==> src/rtl/ifu_miss_handler.sv <==
// ifu_miss_handler
//   Line-fill engine that sits between the IFU instruction cache and the memory bus.
//   It services one miss at a time, in five steps:
//     1. Latch the missing tag.
//     2. Issue one line-aligned read request.
//     3. Collect NUM_BEATS data beats into a line. Beat 0 is the least significant.
//     4. Return the line and its tag with a single-cycle valid pulse.
//     5. Spend one cooldown cycle so that the cache can update its hit status
//        before a new miss is accepted.
//   Every output is decoded from registers, so no input reaches an output combinationally.
//
// Ports
//   Clock                  : clock; all state changes on the rising edge
//   Rst                    : asynchronous reset, active-low
//   mem_reqTagIn           : tag of the missing line
//   mem_reqTagValidIn      : level signal, high while the cache misses
//   mem_rspTagOut          : tag of the returned line (holds its value outside the pulse)
//   mem_rspInsLineOut      : assembled line (holds its value outside the pulse)
//   mem_rspInsLineValidOut : one-cycle pulse that qualifies the tag and line
//   bus_reqValidOut        : read request valid
//   bus_reqAddrOut         : line-aligned read address
//   bus_reqReadyIn         : bus accepts the request in this cycle
//   bus_rspValidIn         : data beat valid
//   bus_rspDataIn          : data beat
//   busyOut                : engine is not idle
//   missCountOut           : count of issued fills; saturates at 0xFFFF
module ifu_miss_handler #(
  parameter int ADDR_WIDTH   = 32,
  parameter int OFFSET_WIDTH = 4,
  parameter int TAG_WIDTH    = ADDR_WIDTH - OFFSET_WIDTH,
  parameter int LINE_WIDTH   = 128,
  parameter int BEAT_WIDTH   = 32,
  parameter int NUM_BEATS    = LINE_WIDTH / BEAT_WIDTH
) (
  input  logic                  Clock,
  input  logic                  Rst,
  input  logic [TAG_WIDTH-1:0]  mem_reqTagIn,
  input  logic                  mem_reqTagValidIn,
  output logic [TAG_WIDTH-1:0]  mem_rspTagOut,
  output logic [LINE_WIDTH-1:0] mem_rspInsLineOut,
  output logic                  mem_rspInsLineValidOut,
  output logic                  bus_reqValidOut,
  output logic [ADDR_WIDTH-1:0] bus_reqAddrOut,
  input  logic                  bus_reqReadyIn,
  input  logic                  bus_rspValidIn,
  input  logic [BEAT_WIDTH-1:0] bus_rspDataIn,
  output logic                  busyOut,
  output logic [15:0]           missCountOut
);

  localparam int CNT_WIDTH = (NUM_BEATS > 1) ? $clog2(NUM_BEATS) : 1;

  typedef enum logic [2:0] {
    IDLE = 3'd0,
    REQ  = 3'd1,
    DATA = 3'd2,
    RESP = 3'd3,
    COOL = 3'd4
  } state_t;

  state_t                state;
  state_t                state_next;
  logic [TAG_WIDTH-1:0]  tag_q;
  logic [LINE_WIDTH-1:0] line_q;
  logic [LINE_WIDTH-1:0] line_merged;
  logic [CNT_WIDTH-1:0]  cnt;
  logic [15:0]           miss_cnt;
  logic [TAG_WIDTH-1:0]  rsp_tag_q;
  logic [LINE_WIDTH-1:0] rsp_line_q;
  logic                  accept;
  logic                  beat;
  logic                  last_beat;

  function automatic logic [15:0] sat_inc(input logic [15:0] v);
    return (v == 16'hFFFF) ? v : v + 16'd1;
  endfunction

  assign accept    = (state == IDLE) && mem_reqTagValidIn;
  assign beat      = (state == DATA) && bus_rspValidIn;
  assign last_beat = beat && (cnt == CNT_WIDTH'(NUM_BEATS - 1));

  // Current line with the incoming beat merged into its slot.
  // Constant slice indices keep the select simple for synthesis.
  always_comb begin
    line_merged = line_q;
    for (int b = 0; b < NUM_BEATS; b++) begin
      if (cnt == CNT_WIDTH'(b)) begin
        line_merged[b*BEAT_WIDTH +: BEAT_WIDTH] = bus_rspDataIn;
      end
    end
  end

  // State register
  always_ff @(posedge Clock or negedge Rst) begin
    if (!Rst) begin
      state <= IDLE;
    end else begin
      state <= state_next;
    end
  end

  // Next-state logic
  always_comb begin
    state_next = state;
    case (state)
      IDLE:    if (mem_reqTagValidIn) state_next = REQ;
      REQ:     if (bus_reqReadyIn)    state_next = DATA;
      DATA:    if (last_beat)         state_next = RESP;
      RESP:    state_next = COOL;
      // COOL ignores the miss input while the cache hit status settles.
      COOL:    state_next = IDLE;
      default: state_next = IDLE;
    endcase
  end

  // Outputs decoded from state and registered datapath
  always_comb begin
    bus_reqValidOut        = 1'b0;
    bus_reqAddrOut         = '0;
    mem_rspInsLineValidOut = 1'b0;
    busyOut                = (state != IDLE);
    case (state)
      REQ: begin
        bus_reqValidOut = 1'b1;
        bus_reqAddrOut  = {tag_q, {OFFSET_WIDTH{1'b0}}};
      end
      RESP:    mem_rspInsLineValidOut = 1'b1;
      default: ;
    endcase
  end

  assign mem_rspTagOut     = rsp_tag_q;
  assign mem_rspInsLineOut = rsp_line_q;
  assign missCountOut      = miss_cnt;

  // Datapath: tag latch, beat assembly and response capture.
  // The response registers load only on the final beat. This lets them hold
  // the last line and tag while the next fill assembles in line_q.
  always_ff @(posedge Clock or negedge Rst) begin
    if (!Rst) begin
      tag_q      <= '0;
      line_q     <= '0;
      cnt        <= '0;
      miss_cnt   <= '0;
      rsp_tag_q  <= '0;
      rsp_line_q <= '0;
    end else begin
      if (accept) begin
        tag_q    <= mem_reqTagIn;
        line_q   <= '0;
        cnt      <= '0;
        miss_cnt <= sat_inc(miss_cnt);
      end
      if (beat) begin
        line_q <= line_merged;
        cnt    <= cnt + CNT_WIDTH'(1);
      end
      if (last_beat) begin
        rsp_tag_q  <= tag_q;
        rsp_line_q <= line_merged;
      end
    end
  end

endmodule

==> config.mk <==
export PLATFORM = sky130hd
export DESIGN_NAME = ifu_miss_handler
export DESIGN_NICKNAME = d
export VERILOG_FILES = /design/src/rtl/ifu_miss_handler.sv
export SDC_FILE = /design/constraint.sdc
export NUM_CORES = 1
export LEC_CHECK = 0
export BUFFER_PORTS_ARGS = -buffer_cell sky130_fd_sc_hd__buf_2
export CAP_MARGIN = 20
export CELL_PAD_IN_SITES_DETAIL_PLACEMENT = 0
export CELL_PAD_IN_SITES_GLOBAL_PLACEMENT = 1
export CORE_MARGIN = 3
export CORE_UTILIZATION = 40
export CTS_BUF_LIST = sky130_fd_sc_hd__clkbuf_8
export CTS_CLUSTER_SIZE = 12
export DETAILED_ROUTE_END_ITERATION = 10
export HOLD_SLACK_MARGIN = 0.06
export PLACE_DENSITY_LB_ADDON = 0.25
export RECOVER_POWER = 100
export SLEW_MARGIN = 20
export SYNTH_ARGS = -nofsm -noshare
export SYNTH_HDL_FRONTEND = slang
export SYNTH_SLANG_ARGS = --single-unit
export TNS_END_PERCENT = 100
==> constraint.sdc <==
create_clock -name Clock -period 1.8 [get_ports Clock]
set_clock_uncertainty 0.1 [all_clocks]
set_input_delay 0.09 -clock Clock [delete_from_list [all_inputs] [get_ports Clock]]
set_output_delay 0.09 -clock Clock [all_outputs]
set_load 0.01 [all_outputs]
# [Yosys cells after proc, flatten, opt, wreduce, memory -nomap -nowiden]
# Cells that the tools add are included.
# Widths: inputs -> output; s select.
[word_totals] ff_bits=333 latch_bits=0 ramBits=0 rom_bits=0 input_bits=65 word_cells=44 memories=0
[classes] addsub=2 multipliers=0 div_mod_pow=0 order_cmp=0 eq_ne=10 n_shift=0 n_mux=15 n_bitwise=1 reduce_logical=9
[ops] cell="$mux 128" n=2
[ops] cell="$mux 32" n=5
[ops] cell="$add 16x1->16 const B" n=1
[ops] cell="$eq 16x16->1 const B" n=1
[ops] cell="$pmux 3 s4" n=1
[ops] cell="$mux 3" n=3
[ops] cell="$eq 3x2->1 const B" n=2
[ops] cell="$ne 2x2->1 const B" n=3
[ops] cell="$eq 2x2->1 const B" n=2
[ops] cell="$mux 2" n=2
[ops] cell="$eq 3x1->1 const B" n=1
[ops] cell="$logic_and 1x1->1" n=3
[ops] cell="$logic_not 3->1" n=1
[ops] cell="$reduce_and 3->1" n=1
[ops] cell="$reduce_bool 3->1" n=1
[ops] cell="$add 2x1->2 const B" n=1
[ops] cell="$eq 2x1->1 const B" n=1
[ops] cell="$logic_not 2->1" n=1
[ops] cell="$mux 1" n=2
[ops] cell="$reduce_and 2->1" n=1
[ops] cell="$reduce_bool 2->1" n=1
[ops] cell="$not 1->1" n=1

# [Logic depth before layout (Yosys ltp)]
[logic_depth] depth_word=5 mapped_depth=8

# [Worst setup path after synthesis]
# No wires, ideal clock.
[synth_path] path_kind="flip-flop to flip-flop" start="register state[2]" end="register rsp_tag_q[0], in the netlist mem_rspTagOut[0]" arrival_time_ps=1616 required_ps=1575 setup_slack_ps=-41 stages_incl_launch_ff=7 n_path_buf=3 synth_period_minus_slack_ps=1841 path_cell_list="dfrtp_1 -> and4bb_4 -> and2_1 -> buf_2 -> buf_6 -> buf_6 -> mux2_4"
[synth_between] elab_chain_cells=3
[synth_rtl] item="start: declaration" line="61" source="state_t state;"
[synth_rtl] item="start signal: assignment" line="98" source="state <= state_next;"
[synth_rtl] item="$eq 3x2->1" line="79" source="assign beat = (state == DATA) && bus_rspValidIn;"
[synth_rtl] item="$logic_and 1x1->1" line="79"
[synth_rtl] item="$logic_and 1x1->1" line="80" source="assign last_beat = beat && (cnt == CNT_WIDTH'(NUM_BEATS - 1));"
[synth_rtl] item="end signal: assignment" line="159" source="rsp_tag_q <= tag_q;"
[synth_rtl] item="end: declaration" line="68" source="logic [TAG_WIDTH-1:0] rsp_tag_q;"
# No other way between the ends.
# A chain may end at the register's enable or synchronous reset.

# [Worst setup path after layout]
[layout_path] start="register state[1]" end="output port bus_reqAddrOut[31]"
[layout_between] elab_chain_cells=2
[layout_rtl] item="$eq 3x1->1" line="122" source="case (state)"
[layout_rtl] item="$mux 32" line="122"
[layout_rtl] item="end: declaration" line="43" source="output logic [ADDR_WIDTH-1:0] bus_reqAddrOut,"
# No other way between the ends.

==> results.md <==
- Slew at the pin with the worst max-slew slack: 0.5326 ns
- Comb pwr share: 41.2%
- Arrival time of the worst setup path: 1.87 ns
- Post-layout net count: 1541
- Final worst-path cycle share: 114.6%
- Cells after Synth: 1058
- Synth top area cells: dfrtp_1 60%, mux2i_1 7.6%, a22o_1 6.7%, a21oi_1 3.8%, mux2_2 3.2%
- DR vias: 9801
- Failing checks: setup timing
- Ant. Diodes: 0
- IR drop worst, VDD: 729.0 µV
- Final hold viol count: 0
- Startpoint types: register
- Total GRT Usage: 21.72%
- Number of synthesized register bits: 301
- Top cell type's share of synthesized area: 59.73%
- Area leader, netlist: dfrtp_1
- Drt first pass iters: 4
- Post-DP HPWL: 21.16 mm
- Worst-case clock buffer depth: 3
- Worst-skew pair later-pin latency: 0.58 ns
- Crit end category: output pin
- Sinks on Clock Net: 301
- Sw Share: 36.12%
- IO Count: 272
- Setup slack at placement: -0.2155 ns
- First-pass GRT wire length: 57.95 mm
- Syn Area/Cell: 11.92 µm²
- Layout cells sized above 1: 50.80%
- Cell Int Power: 18080 µW
- Cell area after placement: 0.01462 mm²
- Post-route ant nets: 0
- RSZ-0062 raised after global routing: true
- Fin crit period: 2.063 ns
- Most frequent cell after synthesis: dfrtp_1
- Cell repeated most along the worst path: buf_6
- Final setup viols: 184
- WL per Instance: 20.58 µm
- Largest net degree at the start of global routing: 57
- CTS Root Cell: clkbuf_8
- Final core utilization: 61.99%
- Starting Density: 40.91%
- Worst relative slew slack: 64.49%
- Crit path kind: reg2out
- Wirelength, routed: 39.10 mm
- Die Ht: 183.6 µm
- Die area: 0.03369 mm²
- Cell family with most CP delay: buffers and inverters
- Max Clock Freq: 0.4847 GHz
- Vias/cell: 5.158
- Maxcap violations: 0
- Worst Hold Class: in2reg
- Gr ovfl total: 0
- DRT iter0 DRCs: 424
- Worst-path maximum fanout: 7
- Die width: 183.6 µm
- Leak: 0.009390 µW
- Top FF cell, synth: dfrtp_1
- Cts bufs inserted: 51
- Mapped Area: 0.01261 mm²
- Power Density: 1481 mW/mm²
- Distinct cells, synth: 32
- Commonest cells in the netlist: 301 x dfrtp_1, 100 x nor2_1, 97 x a21oi_1
- Psw: 10220 µW
- Clock power frac: 19.9%
- CP required: 1.61 ns
- Vias in the first global route: 9997
- Setup_tns: -12.99 ns
- CP bufs+invs: 4
- Port bufs: 267
- Async SR Flop Fraction: 100.0%
- Outcome: finished, violations left
- Design area: 0.01911 mm²
- Sequential Power Share: 38.9%
- Std-Cell Rows: 64
- Core Region: 0.03083 mm²
- Synthesis Warnings: 0
- Worst R2R Setup Slack: -0.12 ns
- Area growth from synthesis to layout: 51.54%
- PnR worst setup slack: -0.2629 ns
- CTS tree: built
- Register clock-pin slew on the reported worst setup and hold paths: 0.06 ns
- Initial antenna violation count: 0
- Post-synth EDFFs: 0
- Slew Limit Fails: 0
- Post-synthesis sequential area ratio: 59.73%
- Routability Congestion: 0.7412
- Critical-path cell list: buf_6 -> nor3b_4 -> buf_6 -> clkbuf_16 -> and2_4 -> buf_6
- DR DRC count: 0
- Critical path's slowest cell: dfrtp_1
- Number of H-tree levels: 2
- Slowest cell delay on critical path: 0.40 ns
## cells by family (layout without fill, tap and decap cells)
group,after synthesis,in the layout,synth area share (%)
xor+xnor,13,13,0.9029
other cells,1,4,0.02974
buf+inv,116,557,4.723
mux,159,159,14.05
compound gates,196,196,10.68
fa+ha+maj,5,5,0.4961
flops,301,301,59.73
simple gates,267,269,9.396
## metrics by stage
step	std cells	total power, µW	hold WS (ns)
floorplan	1061	15460	-0.3056
global placement	1679	19200	-0.02726
detailed placement	1679	19350	-0.02146
CTS	1874	25920	0.08613
global route	1900	30010	0.1185
finish	1900	28300	0.1198
## worst register-to-register path, delay by kind of cell, from the launching register on
family	cells	cell delay [ns]
buffers and inverters	4	0.54
muxes	1	0.30
and+or+nand+nor	2	0.46
DFF	1	0.39
## final timing paths
kind	from	end	cells past startpoint
min reg2reg	line_q[50]	line_q[50]	1
min	bus_rspValidIn	cnt[1]	5
min in group asynchronous	Rst	tag_q[13]	3
max in group asynchronous	Rst	line_q[47]	4
max reg2reg	state[2]	mem_rspTagOut[24]	7
max	state[1]	bus_reqAddrOut[31]	6
## area by class of cell
| cell class | count | area, µm² |
|---|---|---|
| Clock inverter | 28 | 117.6 |
| Fill cell | 2405 | 11720 |
| Inverter | 4 | 15.01 |
| Tap cell | 396 | 495.5 |
| Clock buffer | 58 | 798.3 |
| Multi-Input combinational cell | 646 | 5803 |
| Timing Repair Buffer | 467 | 4349 |
| Sequential cell | 301 | 7532 |
## registers in the layout, indices dropped and copies added, names as in the netlist
name and flops:
missCountOut 16, cnt 2, mem_rspTagOut 28, line_q 96
tag_q 28, state 3, mem_rspInsLineOut 128
## placed cells by master (no fill, tap or decap), drive strengths merged, types with 8 or more instances in the layout
cell type    instances
and2                34
nand2               96
clkbuf              71
inv                 28
mux2i               96
a22o                96
mux2                63
dlygate4sd3         64
nor3                 8
a21oi               97
xor2                13
buf                390
nor2               106
dfrtp              301
## power groups by stage
stage / Clock, µW / Sequential [µW] / Combinational, µW
2_1_floorplan: 0 / 11100 / 4400
3_3_place_gp: 0 / 10600 / 8630
3_5_place_dp: 0 / 10600 / 8750
4_1_cts: 5790 / 10600 / 9560
5_1_grt: 6150 / 11300 / 12500
6_report: 5630 / 11000 / 11600
## repair_timing
action	in CTS	in global routing
endpoints found under the hold margin	564	0
endpoints found under the setup margin	216	299
cloned	21	14
resized for setup	142	361
pin swaps	25	25
buffers inserted	24	26
hold buffers	64	0
## metal layers
layer | vias up | wire length, µm | GRT usage [%]
met5 | - | 0 | 0
met4 | 0 | 984 | 6.216
met3 | 73 | 2300 | 4.610
met2 | 311 | 18560 | 34.68
met1 | 4940 | 17250 | 30.17
li1 | 4477 | - | -
No activity file was read; power rests on OpenSTA's default activity.
